### config.mk
export PLATFORM = sky130hd
export DESIGN_NAME = gray_pos_tracker
export DESIGN_NICKNAME = d
export VERILOG_FILES = /design/src/rtl/gray_pos_pkg.sv /design/src/rtl/gray_pos_tracker.sv
export SDC_FILE = /design/constraint.sdc
export NUM_CORES = 1
export LEC_CHECK = 0
export BUFFER_PORTS_ARGS = -buffer_cell sky130_fd_sc_hd__buf_2
export CORE_MARGIN = 2
export CORE_UTILIZATION = 29
export CTS_CLUSTER_SIZE = 28
export DETAILED_ROUTE_END_ITERATION = 10
export GPL_ROUTABILITY_DRIVEN = 0
export GPL_TIMING_DRIVEN = 0
export HOLD_SLACK_MARGIN = 0.03
export PLACE_DENSITY = 0.49
export SETUP_SLACK_MARGIN = 0.4
export SYNTH_ARGS = -nofsm -noshare
export SYNTH_HDL_FRONTEND = slang
export SYNTH_SLANG_ARGS = --single-unit
### constraint.sdc
create_clock -name clk -period 4.93 [get_ports clk]
set_input_delay 0.2465 -clock clk [delete_from_list [all_inputs] [get_ports clk]]
set_output_delay 0.2465 -clock clk [all_outputs]
set_load 0.02 [all_outputs]
### src/rtl/gray_pos_pkg.sv
`default_nettype none
// ============================================================================
//  Module      : gray_pos_pkg
//  Description : Shared types, step-class codes and the gray-to-binary decode
//                used by gray_pos_tracker.
//  Revision    : 1.0  initial release
// ============================================================================
package gray_pos_pkg;

    // Tracker FSM states.
    typedef enum logic [1:0] {
        INIT  = 2'd0,
        TRACK = 2'd1,
        ERR   = 2'd2
    } tracker_state_t;

    // Transition classes derived from (b - prev_b) mod 2^W.
    localparam logic [1:0] NONE    = 2'd0;
    localparam logic [1:0] UP      = 2'd1;
    localparam logic [1:0] DOWN    = 2'd2;
    localparam logic [1:0] ILLEGAL = 2'd3;

    // Widest gray code the decoder handles.
    localparam int c_GRAY_MAX_W = 32;

    // Gray-to-binary decode, usable for any width W <= c_GRAY_MAX_W.
    // Each binary bit is the XOR of all gray bits at or above it, so
    // zero-extending a W-bit code leaves the low W result bits unchanged.
    // Callers zero-extend the input and truncate the result back to W.
    function automatic logic [c_GRAY_MAX_W-1:0] gray2bin(
        input logic [c_GRAY_MAX_W-1:0] g
    );
        logic [c_GRAY_MAX_W-1:0] b;
        b[c_GRAY_MAX_W-1] = g[c_GRAY_MAX_W-1];
        for (int i = c_GRAY_MAX_W-2; i >= 0; i--) begin
            b[i] = b[i+1] ^ g[i];
        end
        return b;
    endfunction

endpackage
`default_nettype wire

### src/rtl/gray_pos_tracker.sv
`default_nettype none
// ============================================================================
//  Module      : gray_pos_tracker
//  Description : Samples a gray code every cycle, decodes it to binary,
//                classifies each transition (none/up/down/illegal) and keeps
//                a saturating signed position. An illegal transition sets a
//                sticky error that halts tracking until clr_err, after which
//                a fresh reference sample is acquired.
//  Optional    : GRAY_POS_WRAP_EN adds wrap (wrap-step pulse) and rev
//                (saturating signed 8-bit revolution count).
//  Ports       : clk      - system clock, rising edge
//                reset    - synchronous active-low reset
//                gray_in  - W-bit gray code, sampled every cycle
//                clr_err  - clears sticky error and forces re-acquisition
//                bin_out  - binary decode of last sampled gray value
//                step     - one-cycle pulse per legal single-count change
//                dir      - direction of last legal step (1 = up)
//                pos      - saturating signed position
//                wrap/rev - (optional) wrap pulse / revolution count
//                err      - sticky illegal-transition flag
//  Revision    : 1.0  initial release
// ============================================================================
module gray_pos_tracker
    import gray_pos_pkg::*;
#(
    parameter int W     = 3,
    parameter int POS_W = 16
) (
    input  logic                    clk,
    input  logic                    reset,
    input  logic [W-1:0]            gray_in,
    input  logic                    clr_err,
    output logic [W-1:0]            bin_out,
    output logic                    step,
    output logic                    dir,
    output logic signed [POS_W-1:0] pos,
`ifdef GRAY_POS_WRAP_EN
    output logic                    wrap,
    output logic signed [7:0]       rev,
`endif
    output logic                    err
);

    localparam logic [W-1:0]            c_ONE     = W'(1);
    localparam logic [W-1:0]            c_ALL     = '1;
    localparam logic signed [POS_W-1:0] c_POS_ONE = POS_W'(1);
    localparam logic signed [POS_W-1:0] c_POS_MAX = {1'b0, {(POS_W-1){1'b1}}};
    localparam logic signed [POS_W-1:0] c_POS_MIN = {1'b1, {(POS_W-1){1'b0}}};

    tracker_state_t r_state;
    tracker_state_t w_state_nxt;

    logic [W-1:0]            r_g_q;
    logic [W-1:0]            r_prev_b;
    logic [W-1:0]            w_b;
    logic [W-1:0]            w_d;
    logic [1:0]              w_cls;
    logic [W-1:0]            w_prev_nxt;
    logic                    w_step_nxt;
    logic                    w_dir_nxt;
    logic                    w_err_nxt;
    logic signed [POS_W-1:0] w_pos_nxt;
    logic                    w_up;
    logic                    w_dn;

    // Stage 2 decode and modular difference against the stored reference.
    assign w_b = W'(gray2bin(c_GRAY_MAX_W'(r_g_q)));
    assign w_d = w_b - r_prev_b;

    always_comb begin
        w_cls = ILLEGAL;
        if (w_d == '0) begin
            w_cls = NONE;
        end else if (w_d == c_ONE) begin
            w_cls = UP;
        end else if (w_d == c_ALL) begin
            w_cls = DOWN;
        end
    end

    // Next-state and next-output logic.
    always_comb begin
        w_state_nxt = r_state;
        w_prev_nxt  = r_prev_b;
        w_step_nxt  = 1'b0;
        w_dir_nxt   = dir;
        w_pos_nxt   = pos;
        w_err_nxt   = err;
        w_up        = 1'b0;
        w_dn        = 1'b0;
        case (r_state)
            INIT: begin
                w_prev_nxt  = w_b;
                w_state_nxt = TRACK;
            end
            TRACK: begin
                case (w_cls)
                    UP: begin
                        w_up       = 1'b1;
                        w_step_nxt = 1'b1;
                        w_dir_nxt  = 1'b1;
                        w_prev_nxt = w_b;
                        if (pos != c_POS_MAX) begin
                            w_pos_nxt = pos + c_POS_ONE;
                        end
                    end
                    DOWN: begin
                        w_dn       = 1'b1;
                        w_step_nxt = 1'b1;
                        w_dir_nxt  = 1'b0;
                        w_prev_nxt = w_b;
                        if (pos != c_POS_MIN) begin
                            w_pos_nxt = pos - c_POS_ONE;
                        end
                    end
                    ILLEGAL: begin
                        w_err_nxt   = 1'b1;
                        w_state_nxt = ERR;
                    end
                    default: ;
                endcase
            end
            ERR: begin
                // Transitions are ignored here; only clr_err leaves ERR.
                if (clr_err) begin
                    w_err_nxt   = 1'b0;
                    w_state_nxt = INIT;
                end
            end
            default: begin
                w_state_nxt = INIT;
            end
        endcase
    end

`ifdef GRAY_POS_WRAP_EN
    localparam logic signed [7:0] c_REV_MAX = 8'sh7F;
    localparam logic signed [7:0] c_REV_MIN = 8'sh80;
    localparam logic signed [7:0] c_REV_ONE = 8'sh01;

    logic                    w_wrap_nxt;
    logic signed [7:0]       w_rev_nxt;

    // A wrap is a legal step that lands on 0 going up or on 2^W-1 going down.
    always_comb begin
        w_wrap_nxt = 1'b0;
        w_rev_nxt  = rev;
        if (w_up && (w_b == '0)) begin
            w_wrap_nxt = 1'b1;
            if (rev != c_REV_MAX) begin
                w_rev_nxt = rev + c_REV_ONE;
            end
        end else if (w_dn && (w_b == c_ALL)) begin
            w_wrap_nxt = 1'b1;
            if (rev != c_REV_MIN) begin
                w_rev_nxt = rev - c_REV_ONE;
            end
        end
    end
`endif

    // State register.
    always_ff @(posedge clk) begin
        if (!reset) begin
            r_state <= INIT;
        end else begin
            r_state <= w_state_nxt;
        end
    end

    // Sampling, reference and registered outputs. g_q is cleared on reset so
    // the first post-reset reference is a known zero rather than whatever was
    // on gray_in while reset was held.
    always_ff @(posedge clk) begin
        if (!reset) begin
            r_g_q    <= '0;
            r_prev_b <= '0;
            bin_out  <= '0;
            step     <= 1'b0;
            dir      <= 1'b0;
            pos      <= '0;
            err      <= 1'b0;
`ifdef GRAY_POS_WRAP_EN
            wrap     <= 1'b0;
            rev      <= '0;
`endif
        end else begin
            r_g_q    <= gray_in;
            r_prev_b <= w_prev_nxt;
            bin_out  <= w_b;
            step     <= w_step_nxt;
            dir      <= w_dir_nxt;
            pos      <= w_pos_nxt;
            err      <= w_err_nxt;
`ifdef GRAY_POS_WRAP_EN
            wrap     <= w_wrap_nxt;
            rev      <= w_rev_nxt;
`endif
        end
    end

endmodule
`default_nettype wire

==> parameters.txt, run 1 <==
Parameter                              Value

Finish
  Post-route cell area    approximately 2500 um2
  Layout filler cell count    689
  Share of post-route cells with drive strength above 1    a little under a quarter
  Signed area change from the synthesized netlist to the final layout    24.6%
  Diodes inserted    0
  Total number of nets in the final design    between 300 and 400

Critical path
  Largest delay share family, worst path    adder cells
  Worst path max stage delay    between 0.4 and 0.5 ns
  Cell depth of the worst flop-to-flop path    18
  Data arrival time of the critical path    between 4 and 5 ns
  CP bufs+invs    3
  Endpoint of the most critical register-to-register path    pos[15]
  Path type of the worst setup path    reg2reg
  Launching point of the worst reg2reg path    r_g_q[2]
  Crit-path max FO    6
  Worst path required time    between 5 and 6 ns
  Cell-by-cell trace of the critical path    xor2_4 > xor2_1 > inv_1 > ha_1 > inv_1 > fa_1 > xor2_2 > xnor2_2 > or2_2 > ha_4 > clkbuf_4 > ha_1 > o211ai_1 > o21a_1 > o21ai_2 > a41o_1 > nor3_1 > or4_1
  Slowest stage cell, crit path    sky130_fd_sc_hd__or4_1
  Worst R2R Setup Slack    0.59 ns
  Crit. End Element    register
  Nature of the critical path startpoint    register

STA
  Worst rel slew slack    63.6%
  Pins Over Slew Limit    0
  Final critical path time including I/O delays and setup    between 4 and 5 ns
  Number of endpoints with negative hold slack in the final report    0
  Highest clock rate    around 230 MHz
  Skew final    roughly 0.0084 ns
  Slew at the pin closest to its max-slew limit    approximately 0.55 ns
  Setup-violating endpoint count in the final report    0
  Fraction of the cycle the final worst path needs    between 80% and 90%
  Setup repair after global routing missed its margin    yes

Clocking
  Clock buffer depth    2
  Number of clock sinks    30
  Number of H-tree levels    2
  CTS tree    built
  Cts bufs inserted    5
  Clk pin slew, worst setup/hold paths    roughly 0.070 ns
  Clock insertion delay at the later pin of the skew report    0.28 ns
  Library cell used as clock root buffer    sky130_fd_sc_hd__clkbuf_8

Drt
  Number of design rule violations left after detail routing    0
  Routed vias    around 1,800
  Uppermost metal layer occupied by signal nets    met4
  Total Routed Length    5290 um
  Detailed-routing iteration count for the pre-antenna-repair pass    4
  Total length of routed met3 wires    between 150 and 200 um
  Initial detailed-routing violation count    between 60 and 70
  Post-detailed-route wirelength per cell    14.7 um
  Routed via count divided by cell count    roughly 5.0
  Routed metal-1 wire length    about 2700 um
  Number of nets with antenna violations after detailed routing    0
  Detail Route met2 WL    around 2300 um

Synthesis
  Main synth FF type    sky130_fd_sc_hd__dfxtp_1
  Post-synth EDFFs    0
  Cell Area, Synth    approximately 2000 um2
  Synthesized area divided by synthesized cell count    8.41 um2
  Count of cell types in the netlist    44
  Synthesized flop and latch total    30
  Ys async rst share    0%
  Number of warning messages in the yosys log    0
  Post-Syn Nets    about 260
  Synthesized instance count    approximately 240
  Sequential share of the synthesized area    between 30% and 40%

GRT
  Number of global-route vias before repair    between 1,500 and 2,000
  First-pass GRT wire length    8430 um
  GRT overflow    0
  Total Routing Usage GR    approximately 14%
  Initial antenna violation count    0
  Maximum number of pins on one net before global-route repair    13

Place
  Placed wire-length estimate    approximately 3800 um
  Number of buffers inserted by port buffering    27
  Instance area at placement    2240 um2

Die
  Num rows    30
  Die ar.    between 7000 and 8000 um2
  I/O pin cnt    28
  Area of the core region    roughly 6700 um2
  Floorplan die width    slightly below 90 um
  Height of the die    87.1 um
  Initial Util    between 20 and 30%

Min path
  Min-Delay Path Class    in2reg
  Hold path startpoint    gray_in[1]
  WHS Endpoint    r_g_q[1]
  Hold path depth    2

Run
  Max-capacitance violation count    0

Run status
  Status    finished, final reports clean

Power
  Worst vdd ir    0.195 mV
  Pwr Density    715 nW/um2
  Leakage dissipation    approximately 1.1 nW
  Total power    0.00178 W
## registers in the layout, indices dropped and copies added, names as in the netlist
signal and count:
r_g_q 3, r_state 2, step 1, bin_out 3, r_prev_b 3, pos 16
err 1, dir 1
## cell usage after synthesis (2+ instances only)
master / number / area (um2)
sky130_fd_sc_hd__o211ai_1: 2 / 15.0
sky130_fd_sc_hd__o311ai_0: 2 / 17.5
sky130_fd_sc_hd__nand3_1: 9 / 45.0
sky130_fd_sc_hd__nor4b_2: 2 / 30.0
sky130_fd_sc_hd__a211oi_1: 3 / 22.5
sky130_fd_sc_hd__xor2_1: 6 / 52.6
sky130_fd_sc_hd__nand4_1: 5 / 31.3
sky130_fd_sc_hd__or2_2: 2 / 12.5
sky130_fd_sc_hd__o21ai_0: 7 / 35.0
sky130_fd_sc_hd__nand2_1: 23 / 86.3
sky130_fd_sc_hd__o21a_1: 4 / 30.0
sky130_fd_sc_hd__o21bai_1: 3 / 22.5
sky130_fd_sc_hd__o22ai_1: 3 / 18.8
sky130_fd_sc_hd__fa_1: 2 / 40.0
sky130_fd_sc_hd__ha_1: 18 / 225
sky130_fd_sc_hd__and2_1: 6 / 37.5
sky130_fd_sc_hd__dfxtp_1: 30 / 601
sky130_fd_sc_hd__nand3b_1: 2 / 15.0
sky130_fd_sc_hd__nor3_1: 3 / 15.0
sky130_fd_sc_hd__a21oi_1: 26 / 130
sky130_fd_sc_hd__a21o_1: 6 / 45.0
sky130_fd_sc_hd__inv_1: 9 / 33.8
sky130_fd_sc_hd__nor2_1: 22 / 82.6
sky130_fd_sc_hd__and3_1: 3 / 18.8
sky130_fd_sc_hd__mux2i_1: 4 / 40.0
sky130_fd_sc_hd__nand2b_1: 4 / 25.0
sky130_fd_sc_hd__xnor2_1: 9 / 78.8
sky130_fd_sc_hd__clkbuf_1: 7 / 26.3
## power by group
part	switching (W)	total (W)	internal, W
Combinational	0.000684	0.00116	0.000478
Clock	0.0000962	0.000208	0.000112
Sequential	0.0000971	0.000412	0.000315
Total	0.000877	0.00178	0.000905
## layer usage
metal | global-route usage [%] | vias up
li1 | - | 945
met1 | 20.3 | 821
met2 | 22.2 | 26
met3 | 2.84 | 4
met4 | 4.26 | 0
met5 | 0 | -
## placed cells by master (no fill, tap or decap), drive strengths merged, types with 2 or more instances in the layout
cell / n
a211oi: 4
a21o: 6
a21oi: 26
and2: 6
and3: 3
buf: 33
clkbuf: 14
clkinv: 2
dfxtp: 30
fa: 2
ha: 18
inv: 9
mux2i: 4
nand2: 23
nand2b: 4
nand3: 9
nand3b: 2
nand4: 5
nor2: 23
nor3: 3
nor3b: 2
nor4: 2
nor4b: 2
o211ai: 2
o21a: 4
o21ai: 7
o21bai: 3
o22ai: 3
o311ai: 2
or2: 2
xnor2: 9
xor2: 6
## logic make-up after synthesis
kind of cell / share of synthesized area (%)
flops: 30.0
buf+inv: 3.19
simple gates: 24.5
compound gates: 20.5
mux: 2.00
xor+xnor: 6.56
fa+ha+maj: 13.3
## per-stage QoR
step	utilization (%)	std cells	TNS [ns]	hold WS, ns	setup WS, ns
after floorplan	-	238	0	0.374	0.417
after global placement	33.3	345	-0.472	0.451	-0.266
after detailed placement	33.3	345	-0.553	0.464	-0.285
after CTS	35.3	354	0	0.166	0.325
after global routing	37.1	360	0	0.164	0.342
final	37.1	360	0	0.170	0.592
## layout make-up
| cell class | instances | area [um2] | share of cell area, % |
|---|---|---|---|
| Multi-Input combinational cell | 191 | 1440 | 57.8 |
| Sequential cell | 30 | 606 | 24.3 |
| Timing Repair Buffer | 34 | 188 | 7.53 |
| Clock inverter | 2 | 12.5 | 0.502 |
| Clock buffer | 6 | 82.6 | 3.31 |
| Inverter | 10 | 37.5 | 1.51 |
| Buffer | 7 | 27.5 | 1.10 |
| Tap cell | 80 | 100 | 4.01 |
## how the worst max path moves through the flow
stage / endpoint / cells after the start / slack [ns] / start
global route: pos[15] / 18 / 0.34 / r_g_q[2]
detailed placement: pos[15] / 18 / -0.28 / r_g_q[2]
CTS: pos[15] / 18 / 0.33 / r_g_q[2]
global placement: pos[15] / 18 / -0.27 / r_g_q[2]
finish: pos[15] / 18 / 0.59 / r_g_q[2]
floorplan: pos[15] / 18 / 0.42 / r_g_q[2]
## repair_timing
action,CTS,global route
buffers inserted,1,6
resized for setup,5,18
endpoints found under the setup margin,15,14
hold buffers,0,0
pin swaps,1,6
Note: power is estimated with default switching activity, not from simulation.
==> run 2: changes to the inputs <==
--- a/config.mk
+++ b/config.mk
@@ -6,14 +6,15 @@
 export NUM_CORES = 1
 export LEC_CHECK = 0
 export BUFFER_PORTS_ARGS = -buffer_cell sky130_fd_sc_hd__buf_2
+export CELL_PAD_IN_SITES_DETAIL_PLACEMENT = 2
+export CELL_PAD_IN_SITES_GLOBAL_PLACEMENT = 2
 export CORE_MARGIN = 2
 export CORE_UTILIZATION = 29
 export CTS_CLUSTER_SIZE = 28
 export DETAILED_ROUTE_END_ITERATION = 10
-export GPL_ROUTABILITY_DRIVEN = 0
 export GPL_TIMING_DRIVEN = 0
 export HOLD_SLACK_MARGIN = 0.03
-export PLACE_DENSITY = 0.49
+export PLACE_DENSITY = 0.72
 export SETUP_SLACK_MARGIN = 0.4
 export SYNTH_ARGS = -nofsm -noshare
 export SYNTH_HDL_FRONTEND = slang
==> run 2 against run 1 <==
Register-to-register slack worse by 0.10 ns. Sequential power about the same. Routed wire length is 26% higher. Critical path depth stayed put. Cell count rose by 0.56%. Critical path type unchanged.
==> parameters.txt, run 2 (synthesized netlist as in run 1, its figures left out) <==
Parameter                              Value

Clocking
  Number of clock sinks    30
  Clock insertion delay at the later pin of the skew report    around 0.29 ns
  Clock buffer depth    2
  CTS tree    built
  Clk pin slew, worst setup/hold paths    0.07 ns
  Library cell used as clock root buffer    sky130_fd_sc_hd__clkbuf_8
  Number of H-tree levels    2
  Number of buffers inserted by hold repair at cts    0
  Cts bufs inserted    5

Finish
  Commonest non-fill, non-tap cells in the layout    30 x sky130_fd_sc_hd__buf_2, 29 x sky130_fd_sc_hd__dfxtp_1, 23 x sky130_fd_sc_hd__a21oi_1, 23 x sky130_fd_sc_hd__nand2_1, 22 x sky130_fd_sc_hd__nor2_1
  Largest reg by FF count    pos
  Signed area change from the synthesized netlist to the final layout    25.6%
  Post-route cell area    roughly 2500 um2
  Total number of nets in the final design    about 310
  Diodes inserted    0
  Share of post-route cells with drive strength above 1    between 20% and 30%
  Most common cell after layout, fill and taps aside    sky130_fd_sc_hd__buf_2
  Number of flip-flops in the largest register    16

Drt
  Number of nets with antenna violations after detailed routing    0
  Initial detailed-routing violation count    45
  Detailed-routing iteration count for the pre-antenna-repair pass    4
  Routed via count divided by cell count    5.45
  Number of design rule violations left after detail routing    0
  Routed vias    just under 2,000
  Total Routed Length    between 6000 and 7000 um
  Post-detailed-route wirelength per cell    approximately 18 um

STA
  Pins Over Slew Limit    0
  Final critical path time including I/O delays and setup    roughly 4.4 ns
  Setup repair after global routing missed its margin    yes
  Highest clock rate    approximately 230 MHz
  Setup-violating endpoint count in the final report    0
  Skew final    ~0.010 ns
  Worst rel slew slack    62.6%
  Hold Worst Slack    between 0.15 and 0.2 ns
  Sum of negative setup slack    0 ns
  Slew at the pin closest to its max-slew limit    approximately 0.56 ns
  Number of endpoints with negative hold slack in the final report    0
  Fraction of the cycle the final worst path needs    about nine tenths

Min path
  Min-Delay Path Class    in2reg
  Hold path startpoint    gray_in[0]
  WHS Endpoint    r_g_q[0]
  Hold path depth    2

Critical path
  Crit. End Element    register
  Nature of the critical path startpoint    register
  Worst R2R Setup Slack    about 0.49 ns
  Endpoint of the most critical register-to-register path    pos[15]
  Launch point of the worst path    r_g_q[1]
  Path type of the worst setup path    reg2reg
  Launching point of the worst reg2reg path    r_g_q[1]
  Crit-path max FO    5
  Cell depth of the worst flop-to-flop path    18
  Data arrival time of the critical path    approximately 4.6 ns
  Worst path required time    5.09 ns

Power
  Leakage dissipation    about 1.1 nW
  Worst vdd ir    ~0.22 mV
  Pwr Density    between 700 and 800 nW/um2
  Total power    approximately 0.0019 W

GRT
  First-pass GRT wire length    slightly above 10,000 um
  Initial antenna violation count    0
  Maximum number of pins on one net before global-route repair    12
  Total Routing Usage GR    17.7%
  GRT overflow    0
  Number of global-route vias before repair    2,034

Die
  Height of the die    between 80 and 90 um
  Initial Util    between 20 and 30%
  Area of the core region    between 6000 and 7000 um2
  Floorplan die width    slightly below 90 um
  Die ar.    7580 um2
  Num rows    30
  I/O pin cnt    28

Place
  Instance area at placement    2240 um2
  GP Congestion    just under 0.8
  Placed wire-length estimate    4690 um
  Number of buffers inserted by port buffering    27

Run status
  Status    finished, final reports clean

Run
  Max-capacitance violation count    0
[run 2: per-layer routing]
layer | track usage [%] | up-vias | wire [um]
met3 | 3.51 | 4 | 162
met5 | 0 | - | 0
met4 | 3.41 | 0 | 54
met1 | 22.6 | 1003 | 3010
li1 | - | 935 | -
met2 | 30.9 | 31 | 3460
[run 2: worst max-delay path, stage by stage (launching register included)]
cell,delay [ns]
sky130_fd_sc_hd__dfxtp_1,0.35
sky130_fd_sc_hd__xor2_4,0.20
sky130_fd_sc_hd__xor2_2,0.16
sky130_fd_sc_hd__inv_1,0.09
sky130_fd_sc_hd__ha_1,0.15
sky130_fd_sc_hd__inv_1,0.05
sky130_fd_sc_hd__fa_1,0.40
sky130_fd_sc_hd__xor2_2,0.17
sky130_fd_sc_hd__xnor2_2,0.18
sky130_fd_sc_hd__mux2i_2,0.33
sky130_fd_sc_hd__ha_4,0.20
sky130_fd_sc_hd__buf_2,0.18
sky130_fd_sc_hd__ha_1,0.28
sky130_fd_sc_hd__a211oi_2,0.25
sky130_fd_sc_hd__o21a_1,0.22
sky130_fd_sc_hd__o21ai_2,0.09
sky130_fd_sc_hd__a41o_1,0.30
sky130_fd_sc_hd__and4_4,0.19
sky130_fd_sc_hd__or4_1,0.52
[run 2: repair_timing]
| action | 4_1_cts | 5_1_grt |
|---|---|---|
| pin swaps | 2 | 4 |
| setup buffers | 4 | 5 |
| endpoints found under the setup margin | 16 | 12 |
| resized for setup | 7 | 21 |
[run 2: worst max path at each step]
stage | to | slack (ns) | cells past startpoint
floorplan | pos[15] | 0.42 | 18
global placement | pos[15] | -0.33 | 18
detailed placement | pos[15] | -0.55 | 18
CTS | pos[15] | 0.41 | 18
global route | pos[15] | 0.30 | 20
finish | pos[15] | 0.49 | 18
[run 2: report_power, final]
group	internal, W	leakage, nW	switching (W)
Clock	0.000112	0.0472	0.000104
Sequential	0.000315	0.246	0.0000983
Combinational	0.000504	0.818	0.000753
Total	0.000930	1.11	0.000955
[run 2: final cells by class]
class | count | area (um2)
fill | 770 | 4200
buffer | 7 | 30.0
timing repair buffer | 36 | 213
tap | 80 | 100
clock inverter | 2 | 12.5
multi-input combinational | 191 | 1440
clock buffer | 6 | 82.6
inverter | 10 | 37.5
sequential | 30 | 604
[run 2: metrics by stage]
stage | utilization, % | setup slack, ns | std cells
6_report | 37.4 | 0.490 | 362
5_1_grt | 37.4 | 0.302 | 362
4_1_cts | 35.7 | 0.415 | 357
3_5_place_dp | 33.3 | -0.549 | 345
3_3_place_gp | 33.3 | -0.334 | 345
2_1_floorplan | - | 0.417 | 238
